### src/rtl/state_dump_unit_pkg.sv
// mips_dump_pkg: shared definitions for the processor state dump unit.
//   dump_state_e : FSM state encoding
//   DUMP_DATA_W  : default register / data-memory word width
//   SRC_REG/MEM  : out_src encoding of where a streamed word came from
package mips_dump_pkg;

  typedef enum logic [2:0] {
    ST_IDLE  = 3'd0,
    ST_HALT  = 3'd1,
    ST_REGS  = 3'd2,
    ST_MEM   = 3'd3,
    ST_FLUSH = 3'd4
  } dump_state_e;

  localparam int   DUMP_DATA_W = 16;
  localparam logic SRC_REG     = 1'b0;
  localparam logic SRC_MEM     = 1'b1;

endpackage

### src/rtl/state_dump_unit_if.sv
// state_dump_unit_if: valid/ready output stream of the state dump unit.
//   out_valid : word present          out_ready : sink accepts the word
//   out_data  : dumped word           out_src   : 0 = register, 1 = memory
//   out_last  : final word of the dump
// Modports: master (dump unit side), slave (stream sink side).
interface state_dump_unit_if #(
  parameter int DATA_W = 16
) ();
  logic              out_valid;
  logic              out_ready;
  logic [DATA_W-1:0] out_data;
  logic              out_src;
  logic              out_last;

  modport master (output out_valid, output out_data, output out_src,
                  output out_last, input out_ready);
  modport slave  (input out_valid, input out_data, input out_src,
                  input out_last, output out_ready);
endinterface

### src/rtl/state_dump_unit.sv
// state_dump_unit: freezes the processor, then streams every register
// followed by every data-memory word through a valid/ready stream.
// Ports:
//   clock, reset_n      : clock (rising edge), async active-low reset
//   start               : one-cycle dump request (ignored while busy)
//   halt_cpu, busy      : high in every state except IDLE
//   reg_rd_addr/data    : register-file read port (combinational data)
//   mem_rd_addr/data    : data-memory read port (combinational data)
//   o_stream            : output stream (state_dump_unit_if.master)
//   done                : one-cycle pulse when the final word is accepted
// Build option: define STATE_DUMP_CHECKSUM_EN to append a checksum word
// (sum mod 2^DATA_W of all dumped words, src = memory) carrying out_last.
//
// state | meaning
// IDLE  | waiting for start, processor running
// HALT  | one cycle to let the halted processor settle
// REGS  | streaming register file, index = register number
// MEM   | streaming data memory, index = word address
// FLUSH | waiting for the final word to be accepted
module state_dump_unit
  import mips_dump_pkg::*;
#(
  parameter int DATA_W     = DUMP_DATA_W,
  parameter int REG_COUNT  = 16,
  parameter int DMEM_DEPTH = 64,
  localparam int MEM_AW    = $clog2(DMEM_DEPTH)
) (
  input  logic              clock,
  input  logic              reset_n,
  input  logic              start,
  output logic              halt_cpu,
  output logic [3:0]        reg_rd_addr,
  input  logic [DATA_W-1:0] reg_rd_data,
  output logic [MEM_AW-1:0] mem_rd_addr,
  input  logic [DATA_W-1:0] mem_rd_data,
  state_dump_unit_if.master o_stream,
  output logic              busy,
  output logic              done
);

  localparam int IDX_W = (MEM_AW > 4) ? MEM_AW : 4;

  dump_state_e       r_state, w_next;
  logic [IDX_W-1:0]  r_idx;
  logic              r_valid;
  logic [DATA_W-1:0] r_data;
  logic              r_src;
  logic              r_last;
  logic              w_accept;
  logic              w_load;
  logic              w_reg_end;
  logic              w_mem_end;
`ifdef STATE_DUMP_CHECKSUM_EN
  logic [DATA_W-1:0] r_sum;
  logic              r_csum_loaded;
`endif

  assign w_accept  = r_valid && o_stream.out_ready;
  // Output register takes a new word when empty or when its word leaves.
  assign w_load    = ((r_state == ST_REGS) || (r_state == ST_MEM)) &&
                     (!r_valid || o_stream.out_ready);
  assign w_reg_end = (r_state == ST_REGS) && (r_idx == IDX_W'(REG_COUNT - 1));
  assign w_mem_end = (r_state == ST_MEM) && (r_idx == IDX_W'(DMEM_DEPTH - 1));

  always_ff @(posedge clock or negedge reset_n) begin
    if (!reset_n) r_state <= ST_IDLE;
    else          r_state <= w_next;
  end

  always_comb begin
    w_next = r_state;
    done   = 1'b0;
    case (r_state)
      ST_IDLE:  if (start) w_next = ST_HALT;
      ST_HALT:  w_next = ST_REGS;
      ST_REGS:  if (w_load && w_reg_end) w_next = ST_MEM;
      ST_MEM:   if (w_load && w_mem_end) w_next = ST_FLUSH;
      ST_FLUSH: begin
        // r_last is only ever set on the final word of the stream
        if (w_accept && r_last) begin
          w_next = ST_IDLE;
          done   = 1'b1;
        end
      end
      default:  w_next = ST_IDLE;
    endcase
  end

  always_ff @(posedge clock or negedge reset_n) begin
    if (!reset_n) begin
      r_idx   <= '0;
      r_valid <= 1'b0;
      r_data  <= '0;
      r_src   <= SRC_REG;
      r_last  <= 1'b0;
`ifdef STATE_DUMP_CHECKSUM_EN
      r_sum         <= '0;
      r_csum_loaded <= 1'b0;
`endif
    end else if (r_state == ST_HALT) begin
      r_idx <= '0;
`ifdef STATE_DUMP_CHECKSUM_EN
      r_sum         <= '0;
      r_csum_loaded <= 1'b0;
`endif
    end else if (w_load) begin
      r_valid <= 1'b1;
      r_data  <= (r_state == ST_REGS) ? reg_rd_data : mem_rd_data;
      r_src   <= (r_state == ST_REGS) ? SRC_REG : SRC_MEM;
`ifdef STATE_DUMP_CHECKSUM_EN
      r_last  <= 1'b0;
      r_sum   <= r_sum + ((r_state == ST_REGS) ? reg_rd_data : mem_rd_data);
`else
      r_last  <= w_mem_end;
`endif
      r_idx   <= (w_reg_end || w_mem_end) ? '0 : r_idx + IDX_W'(1);
    end else if (r_state == ST_FLUSH) begin
`ifdef STATE_DUMP_CHECKSUM_EN
      if (!r_csum_loaded && (!r_valid || o_stream.out_ready)) begin
        r_valid       <= 1'b1;
        r_data        <= r_sum;
        r_src         <= SRC_MEM;
        r_last        <= 1'b1;
        r_csum_loaded <= 1'b1;
      end else if (w_accept) begin
        r_valid <= 1'b0;
        r_last  <= 1'b0;
      end
`else
      if (w_accept) begin
        r_valid <= 1'b0;
        r_last  <= 1'b0;
      end
`endif
    end
  end

  assign halt_cpu           = (r_state != ST_IDLE);
  assign busy               = (r_state != ST_IDLE);
  assign reg_rd_addr        = r_idx[3:0];
  assign mem_rd_addr        = r_idx[MEM_AW-1:0];
  assign o_stream.out_valid = r_valid;
  assign o_stream.out_data  = r_data;
  assign o_stream.out_src   = r_src;
  assign o_stream.out_last  = r_last;

endmodule
### src/flat_wrapper.sv
// flat-port wrapper written by rule: the top's interface ports become plain ports
module state_dump_unit_flat import mips_dump_pkg::*;
#(
  parameter int DATA_W     = DUMP_DATA_W,
  parameter int REG_COUNT  = 16,
  parameter int DMEM_DEPTH = 64,
  localparam int MEM_AW    = $clog2(DMEM_DEPTH)
)
  (clock, reset_n, start, halt_cpu, reg_rd_addr, reg_rd_data, mem_rd_addr, mem_rd_data, busy, done, o_stream_out_valid, o_stream_out_data, o_stream_out_src, o_stream_out_last, o_stream_out_ready);
  state_dump_unit_if #(.DATA_W(DATA_W)) o_stream_i ();
  input  logic clock;
  input  logic reset_n;
  input  logic start;
  output logic halt_cpu;
  output logic [3:0] reg_rd_addr;
  input  logic [DATA_W-1:0] reg_rd_data;
  output logic [MEM_AW-1:0] mem_rd_addr;
  input  logic [DATA_W-1:0] mem_rd_data;
  output logic busy;
  output logic done;
  output wire logic [$bits(o_stream_i.out_valid)-1:0] o_stream_out_valid;
  output wire logic [$bits(o_stream_i.out_data)-1:0] o_stream_out_data;
  output wire logic [$bits(o_stream_i.out_src)-1:0] o_stream_out_src;
  output wire logic [$bits(o_stream_i.out_last)-1:0] o_stream_out_last;
  input wire logic [$bits(o_stream_i.out_ready)-1:0] o_stream_out_ready;
  assign o_stream_out_valid = o_stream_i.out_valid;
  assign o_stream_out_data = o_stream_i.out_data;
  assign o_stream_out_src = o_stream_i.out_src;
  assign o_stream_out_last = o_stream_i.out_last;
  assign o_stream_i.out_ready = o_stream_out_ready;
  state_dump_unit #(.DATA_W(DATA_W), .REG_COUNT(REG_COUNT), .DMEM_DEPTH(DMEM_DEPTH)) u_core (.clock(clock), .reset_n(reset_n), .start(start), .halt_cpu(halt_cpu), .reg_rd_addr(reg_rd_addr), .reg_rd_data(reg_rd_data), .mem_rd_addr(mem_rd_addr), .mem_rd_data(mem_rd_data), .o_stream(o_stream_i), .busy(busy), .done(done));
endmodule
### config.mk
export PLATFORM = sky130hd
export DESIGN_NAME = state_dump_unit_flat
export DESIGN_NICKNAME = d
export VERILOG_FILES = /design/src/rtl/state_dump_unit_pkg.sv /design/src/rtl/state_dump_unit_if.sv /design/src/rtl/state_dump_unit.sv /design/src/flat_wrapper.sv
export SDC_FILE = /design/constraint.sdc
export NUM_CORES = 1
export LEC_CHECK = 0
export ABC_AREA = 1
export CAP_MARGIN = 20
export CORE_MARGIN = 2
export CORE_UTILIZATION = 37
export DETAILED_ROUTE_END_ITERATION = 6
export PLACE_DENSITY_LB_ADDON = 0.1
export SLEW_MARGIN = 20
export SYNTH_ARGS = -nofsm -noshare
export SYNTH_HDL_FRONTEND = slang
export SYNTH_SLANG_ARGS = --single-unit
### constraint.sdc
create_clock -name clock -period 1.12 [get_ports clock]
set_input_delay 0.336 -clock clock [delete_from_list [all_inputs] [get_ports clock]]
set_output_delay 0.336 -clock clock [all_outputs]
set_load 0.005 [all_outputs]
==> results of run 1 <==
repair_timing:
item / CTS / global route
resized for setup: 191 / 50
gates cloned: 2 / 0
pin swaps: 29 / 41
setup endpoints to repair: 60 / 60
hold endpoints to repair: 0 / 0
setup buffers: 19 / 8
worst max-delay path, delay by kind of cell, from the launching register on:
| kind | cells | cell delay [ps] |
|---|---|---|
| simple gates | 2 | 170 |
| flops | 1 | 400 |
| buf+inv | 3 | 340 |
cells by family (layout without fill, tap and decap cells):
kind of cell             Yosys count  in the layout  synth area share
XOR/XNOR                           1              1           0.00594
buffers and inverters             27            144            0.0985
AO/OA/AOI/OAI                     38             38             0.132
adder cells (fa/ha/maj)            1              1           0.00849
AND/OR/NAND/NOR                   97             97             0.280
flip-flops                        28             28             0.475
layout make-up:
| cell class | instances | area [um^2] |
|---|---|---|
| repair buffers | 125 | 1090 |
| flip-flops and latches | 28 | 701 |
| inverters | 15 | 68.8 |
| fillers | 265 | 848 |
| multi-input cells | 137 | 900 |
| clock buffers | 3 | 41.3 |
| clock inverters | 1 | 30.0 |
| well taps | 48 | 60.1 |
metrics by stage:
| step | cells | power [mW] | setup WS (ps) |
|---|---|---|---|
| 2_1_floorplan | 192 | 3.37 | -119 |
| 3_3_place_gp | 326 | 5.12 | -760 |
| 3_5_place_dp | 326 | 5.15 | -775 |
| 4_1_cts | 351 | 6.72 | -420 |
| 5_1_grt | 357 | 7.86 | -470 |
| 6_report | 357 | 7.34 | -403 |
worst paths after layout:
path	endpoint	startpoint
min in group clock	u_core.o_stream.out_data[1]	u_core.o_stream.out_data[1]
min	u_core.o_stream.out_data[11]	reset_n
max	done	u_core.r_state[0]
max in group asynchronous	u_core.o_stream.out_data[14]	reset_n
min reg2reg	u_core.o_stream.out_data[1]	u_core.o_stream.out_data[1]
max reg2reg	u_core.o_stream.out_data[3]	u_core.r_state[2]
report_power, final:
part	total, mW	internal (mW)	switching, mW
combinational	4.85	2.53	2.32
clock	0.820	0.479	0.340
sequential	1.67	1.44	0.227
total	7.34	4.45	2.89
per-layer routing:
layer / global-route usage / vias to the layer above / routed length, um
li1: - / 848 / -
met1: 0.264 / 785 / 1930
met2: 0.374 / 49 / 2440
met3: 0.0304 / 7 / 261
met4: 0.0638 / 0 / 76
met5: 0 / - / 0
cell usage in the layout, fill, tap and decap left out, drive strengths merged:
cell	count
clkdlybuf4s50	34
nand3	12
bufbuf	1
nor3	1
xor2	1
nand4	1
nand2	48
o21ai	38
clkbuf	7
dfrtp	28
inv	15
buf	85
dlygate4sd2	1
nor2	35
bufinv	1
ha	1
registers in the layout, summed over array words and instances (netlist names):
| name | cells |
|---|---|
| u_core.mem_rd_addr | 6 |
| u_core.o_stream.out_data | 16 |
| u_core.o_stream.out_last | 1 |
| u_core.o_stream.out_src | 1 |
| u_core.o_stream.out_valid | 1 |
| u_core.r_state | 3 |
==> reports/summary.log, run 1 <==
qor: outcome.status finished with violations
qor: outcome.failing_checks negative setup slack
qor: critical_path.reg2reg_setup_slack -330 ps
qor: synth.yosys_most_used_dff sky130_fd_sc_hd__dfrtp_1
qor: grt.maximum_number_of_pins_on_one_net_before_global_route_repair 29
qor: sta.tightestPinTransition 262 ps
qor: synth.cell_types_with_the_highest_counts_after_synthesis sky130_fd_sc_hd__nand2_1, sky130_fd_sc_hd__nor2_1, sky130_fd_sc_hd__dfrtp_1
qor: floorplanning.initial_core_util 0.394
qor: drt.route.detailed.drc 0
qor: synth.synth_top_cells_by_area sky130_fd_sc_hd__dfrtp_1, sky130_fd_sc_hd__nand2_1, sky130_fd_sc_hd__nor2_1, sky130_fd_sc_hd__o21ai_0, sky130_fd_sc_hd__o21ai_1
qor: drt.vias 1689
qor: sta.slew-limit-headroom 0.825
qor: sta.timing.final.setup_violations 60
qor: drt.wl_per_cell 13.2 um
qor: critical_path.crit_arrival 1190 ps
qor: drt.post_drt_via_cell_ratio 4.73
qor: sta.final.setup.tns -9930 ps
qor: drt.drt_pass1_iterations 4
qor: cells_and_area.finalCoreUtilization 0.773
qor: sta.achievable-frequency 0.656 GHz
qor: clocking.clk_pin_slew_worst_paths 100 ps
qor: sta.final_worst_setup_slack -403 ps
qor: clocking.bufs_on_longest_clock_path 2
qor: synth.synthMostInstantiatedCell sky130_fd_sc_hd__nand2_1
qor: sta.drv_slew 0
qor: clocking.cts_inserted_buffers 3
qor: grt.globalRouteTotalUtil 0.211
qor: synth.synth_edf_count 0
qor: floorplanning.die_x 67.1 um
qor: synth.synth.yosys.warnings 0
qor: floorplanning.die_height 67.1 um
qor: critical_path.crit_path_cell_trace buf_4 > inv_4 > nand3_2 > nor3_2 > buf_2
qor: placement.hpwl 2770 um
qor: clocking.numClockSinks 28
qor: cells_and_area.areaGrowthSynthToFinish 96.4%
qor: synth.yosysUniqueCellTypes 22
qor: flow_run.max_cap_violations 0
qor: drt.postRouteWirelength 4710 um
qor: cells_and_area.antenna-diode-count 0
qor: drt.drt_iter0_drc 47
qor: synth.count_of_state_elements_after_synthesis 28
qor: sta.timing.final.crit_period 1520 ps
qor: synth.synth_seq_area_share 0.475
qor: sta.holdWs 410 ps
qor: critical_path.timing.setup.critical_path_class flop to output pin
qor: grt.overflow_left_after_global_routing 0
qor: cells_and_area.ratio_of_cells_with_drive_above_1_in_the_final_layout 0.511
qor: clocking.cts.htree.levels 1
qor: synth.share_of_synthesized_flip_flops_with_an_asynchronous_set_or_reset 1.00
qor: critical_path.crit_path_max_delay_cell_type sky130_fd_sc_hd__dfrtp_1
qor: critical_path.r2r_cells 8
qor: placement.gpl.final_weighted_congestion 0.820
qor: critical_path.critPathCaptureType output pin
qor: drt.ant_nets 0
qor: grt.grt_pass1_wl 7290 um
qor: critical_path.critPathLaunchType flop
qor: critical_path.worst-endpoint-required 780 ps
qor: critical_path.worst-path-max-fanout 2
qor: floorplanning.boundaryPins 68
qor: placement.io_buffer_count 67
qor: synth.cell_count_after_synthesis 192
qor: synth.mappedNetlistArea 0.00147 mm^2
qor: floorplanning.floorplan.rows 22
qor: pwr.worst_supply_voltage_drop_on_vdd 1.63 mV
qor: clocking.cts_root_buffer sky130_fd_sc_hd__clkbuf_8
qor: clocking.cts_hold_repair.buffers 0
qor: placement.dpl_cell_area 0.00239 mm^2
qor: synth.most_area_hungry_cell_type_in_the_yosys_netlist sky130_fd_sc_hd__dfrtp_1
qor: sta.fin_worst_skew 4.21 ps
qor: clocking.cts_tree built
qor: synth.synth_top_cell_area_share 0.475
qor: synth.syn-num-nets 229
qor: pwr.p_leak 1.42 nW
qor: cells_and_area.nets 347
qor: clocking.clk_latency 280 ps
qor: critical_path.cp_slowest_stage_delay 400 ps
qor: hold_path.hold_path_class input pin to async pin
qor: floorplanning.fp.dieArea 0.00450 mm^2
qor: synth.synth.avg_cell_area 7.68 um^2
qor: cells_and_area.layout.cell_area.non_filler 0.00290 mm^2
qor: grt.grt_pass1_vias 1645
qor: sta.rsz0062_at_grt true
qor: sta.period_share 1.36
qor: floorplanning.core-area 0.00374 mm^2
qor: pwr.power-per-cell-area 2540 mW/mm^2
qor: sta.finalHoldViolCount 0
qor: grt.grt_antenna_before_repair 0
No activity file was read; power rests on OpenSTA's default activity.
==> inputs of run 2 (changes only) <==
--- a/config.mk
+++ b/config.mk
@@ -7,8 +7,10 @@
 export LEC_CHECK = 0
 export ABC_AREA = 1
 export CAP_MARGIN = 20
+export CELL_PAD_IN_SITES_DETAIL_PLACEMENT = 0
+export CELL_PAD_IN_SITES_GLOBAL_PLACEMENT = 1
 export CORE_MARGIN = 2
-export CORE_UTILIZATION = 37
+export CORE_UTILIZATION = 25
 export DETAILED_ROUTE_END_ITERATION = 6
 export PLACE_DENSITY_LB_ADDON = 0.1
 export SLEW_MARGIN = 20
==> reports/summary.log, run 2 (same netlist as run 1, synthesis figures left out) <==
qor: drt.vias 1618 [was 1689]
qor: clocking.cts.htree.levels 1 [unchanged]
qor: sta.tightestPinTransition 298 ps [was 262 ps]
qor: drt.drt_iter0_drc 33 [was 47]
qor: sta.finalHoldViolCount 0 [unchanged]
qor: cells_and_area.areaGrowthSynthToFinish 88.1% [was 96.4%]
qor: floorplanning.boundaryPins 68 [unchanged]
qor: cells_and_area.fillCellCount 554 [was 265]
qor: flow_run.max_cap_violations 0 [unchanged]
qor: cells_and_area.layout.cells.most_common sky130_fd_sc_hd__buf_4 [unchanged]
qor: critical_path.r2r_cells 10 [was 8]
qor: critical_path.crit_arrival 1120 ps [was 1190 ps]
qor: cells_and_area.finalCoreUtilization 0.494 [was 0.773]
qor: clocking.clk_latency 280 ps [about the same]
qor: drt.drt_pass1_iterations 3 [was 4]
qor: floorplanning.die_x 80.8 um [was 67.1 um]
qor: sta.period_share 1.30 [was 1.36]
qor: floorplanning.die_height 80.8 um [was 67.1 um]
qor: pwr.p_leak 1.37 nW [was 1.42 nW]
qor: critical_path.worstPathBufferInverterCount 2 [was 3]
qor: critical_path.worstSetupEndpoint done [unchanged]
qor: pwr.worst_supply_voltage_drop_on_vdd 1.07 mV [was 1.63 mV]
qor: sta.final_worst_setup_slack -339 ps [was -403 ps]
qor: outcome.status finished with violations [unchanged]
qor: cells_and_area.layout.cells.most_common_list sky130_fd_sc_hd__buf_4, sky130_fd_sc_hd__nand2_1, sky130_fd_sc_hd__clkdlybuf4s50_1 [was sky130_fd_sc_hd__buf_4, sky130_fd_sc_hd__clkdlybuf4s50_1, sky130_fd_sc_hd__nand2_1]
qor: placement.hpwl 2970 um [was 2770 um]
qor: placement.gpl.final_weighted_congestion 0.720 [was 0.820]
qor: pwr.total_power 6.89 mW [was 7.34 mW]
qor: placement.post-place-ws -856 ps [was -775 ps]
qor: clocking.numClockSinks 28 [unchanged]
qor: grt.grt_pass1_wl 7630 um [was 7290 um]
qor: cells_and_area.antenna-diode-count 0 [unchanged]
qor: sta.fin_worst_skew 3.63 ps [was 4.21 ps]
qor: critical_path.reg2reg_setup_slack -310 ps [was -330 ps]
qor: drt.route.detailed.drc 0 [unchanged]
qor: floorplanning.floorplan.rows 27 [was 22]
qor: critical_path.regToRegEndpoint u_core.mem_rd_addr[3] [was u_core.o_stream.out_data[3]]
qor: critical_path.critPathLaunchType flop [unchanged]
qor: pwr.power-per-cell-area 2480 mW/mm^2 [was 2540 mW/mm^2]
qor: sta.rsz0062_at_grt true [unchanged]
qor: cells_and_area.ratio_of_cells_with_drive_above_1_in_the_final_layout 0.419 [was 0.511]
qor: sta.achievable-frequency 0.686 GHz [was 0.656 GHz]
qor: drt.post_drt_via_cell_ratio 4.26 [was 4.73]
qor: sta.timing.final.crit_period 1460 ps [was 1520 ps]
qor: critical_path.timing.setup.critical_path_class flop to output pin [unchanged]
qor: grt.grt_antenna_before_repair 0 [unchanged]
qor: placement.dpl.cell_count 348 [was 326]
qor: clocking.cts_root_buffer sky130_fd_sc_hd__clkbuf_8 [unchanged]
qor: grt.maximum_number_of_pins_on_one_net_before_global_route_repair 29 [unchanged]
qor: placement.io_buffer_count 67 [unchanged]
qor: placement.dpl_cell_area 0.00240 mm^2 [was 0.00239 mm^2]
qor: cells_and_area.layout.cell_area.non_filler 0.00277 mm^2 [was 0.00290 mm^2]
qor: sta.slew-limit-headroom 0.801 [was 0.825]
qor: outcome.failing_checks negative setup slack [unchanged]
qor: floorplanning.initial_core_util 0.263 [was 0.394]
qor: drt.postRouteWirelength 4830 um [was 4710 um]
qor: critical_path.critPathCaptureType output pin [unchanged]
qor: cells_and_area.nets 346 [was 347]
qor: cells_and_area.largest_register_ffs 16 [unchanged]
qor: cells_and_area.final_cell_count_without_fillers 380 [was 357]
qor: critical_path.crit_path_max_delay_cell_type sky130_fd_sc_hd__dfrtp_1 [unchanged]
qor: floorplanning.core-area 0.00561 mm^2 [was 0.00374 mm^2]
qor: grt.overflow_left_after_global_routing 0 [unchanged]
qor: critical_path.worstReg2RegStart u_core.r_state[2] [unchanged]
qor: floorplanning.fp.dieArea 0.00653 mm^2 [was 0.00450 mm^2]
qor: drt.wl_per_cell 12.7 um [was 13.2 um]
qor: hold_path.hold_path_class input pin to async pin [unchanged]
qor: sta.timing.final.setup_violations 59 [was 60]
qor: critical_path.worst-path-max-fanout 3 [was 2]
qor: critical_path.cp.depth 4 [was 5]
qor: critical_path.worst-endpoint-required 780 ps [about the same]
qor: sta.final.setup.tns -8560 ps [was -9930 ps]
qor: sta.holdWs 411 ps [was 410 ps]
qor: drt.ant_nets 0 [unchanged]
qor: grt.globalRouteTotalUtil 0.152 [was 0.211]
qor: clocking.clk_pin_slew_worst_paths 100 ps [about the same]
qor: critical_path.crit_path_cell_trace buf_6 > nand3_4 > nor3_2 > buf_2 [was buf_4 > inv_4 > nand3_2 > nor3_2 > buf_2]
qor: critical_path.cp_slowest_stage_delay 410 ps [was 400 ps]
qor: clocking.bufs_on_longest_clock_path 2 [unchanged]
qor: critical_path.timing.critical_path.max_delay_family flip-flops [unchanged]
qor: critical_path.crit_path_start u_core.r_state[2] [was u_core.r_state[0]]
qor: clocking.cts_tree built [unchanged]
qor: grt.grt_pass1_vias 1594 [was 1645]
qor: sta.drv_slew 0 [unchanged]
qor: clocking.cts_inserted_buffers 3 [unchanged]
run 2: changes by cell type in the layout (fill, tap and decap cells not counted), moves of 4 or more:
| cell | change |
|---|---|
| sky130_fd_sc_hd__o21ai_2 | -19 |
| sky130_fd_sc_hd__nand2_2 | -4 |
| sky130_fd_sc_hd__o21ai_0 | +17 |
| sky130_fd_sc_hd__buf_4 | +4 |
| sky130_fd_sc_hd__nand2_1 | +5 |
run 2: how the worst min path moves through the flow:
| stage | to | slack (ps) | cells past startpoint |
|---|---|---|---|
| 6_report | u_core.r_state[0] | 410 | 2 |
| 5_1_grt | u_core.o_stream.out_data[7] | 410 | 2 |
| 4_1_cts | u_core.o_stream.out_data[7] | 410 | 2 |
| 3_5_place_dp | u_core.o_stream.out_src | 480 | 2 |
| 3_3_place_gp | u_core.o_stream.out_src | 470 | 2 |
| 2_1_floorplan | u_core.mem_rd_addr[0] | 40 | 0 |
run 2: where the power goes:
part	switching [mW]	internal, mW
Combinational	2.07	2.33
Clock	0.343	0.479
Sequential	0.218	1.45
run 2: worst register-to-register path: stages (launching register included):
cell and delay, ps:
sky130_fd_sc_hd__dfrtp_1 420, sky130_fd_sc_hd__buf_6 140, sky130_fd_sc_hd__inv_2 70, sky130_fd_sc_hd__nand2_4 70
sky130_fd_sc_hd__buf_4 140, sky130_fd_sc_hd__nor2_4 90, sky130_fd_sc_hd__nand2_1 100, sky130_fd_sc_hd__nand3_2 90
sky130_fd_sc_hd__nand2_2 50, sky130_fd_sc_hd__inv_2 90, sky130_fd_sc_hd__nor2_1 60
run 2: final cells by class:
type	count	area, um^2	area share
Clock buffer	3	41.3	0.0149
Clock inverter	1	30.0	0.0108
Inverter	15	63.8	0.0230
Multi-Input combinational cell	138	779	0.281
Sequential cell	28	702	0.253
Tap cell	72	90.1	0.0325
Timing Repair Buffer	123	1070	0.384
run 2: layer usage:
layer  routed length (um)  up-vias  GRT usage
li1                     -      841          -
met5                    0        -          0
met1                 2220      727      0.201
met3                  244        6     0.0244
met4                   47        0     0.0356
met2                 2320       44      0.263
run 2: what timing repair did:
| item | 4_1_cts | 5_1_grt |
|---|---|---|
| setup buffers | 19 | 8 |
| hold endpoints to repair | 0 | 0 |
| gates resized for setup | 178 | 10 |
| gates cloned | 2 | 0 |
| endpoints found under the setup margin | 60 | 60 |
| pin swaps | 16 | 8 |
| hold buffers | 0 | 0 |
==> inputs of run 3 (changes only) <==
--- a/config.mk
+++ b/config.mk
@@ -11,6 +11,7 @@
 export CELL_PAD_IN_SITES_GLOBAL_PLACEMENT = 1
 export CORE_MARGIN = 2
 export CORE_UTILIZATION = 25
+export CTS_CLUSTER_DIAMETER = 80
 export DETAILED_ROUTE_END_ITERATION = 6
 export PLACE_DENSITY_LB_ADDON = 0.1
 export SLEW_MARGIN = 20
==> results of run 3 <==
Same layout as run 2: the final DEF is identical, and so are final timing and power.
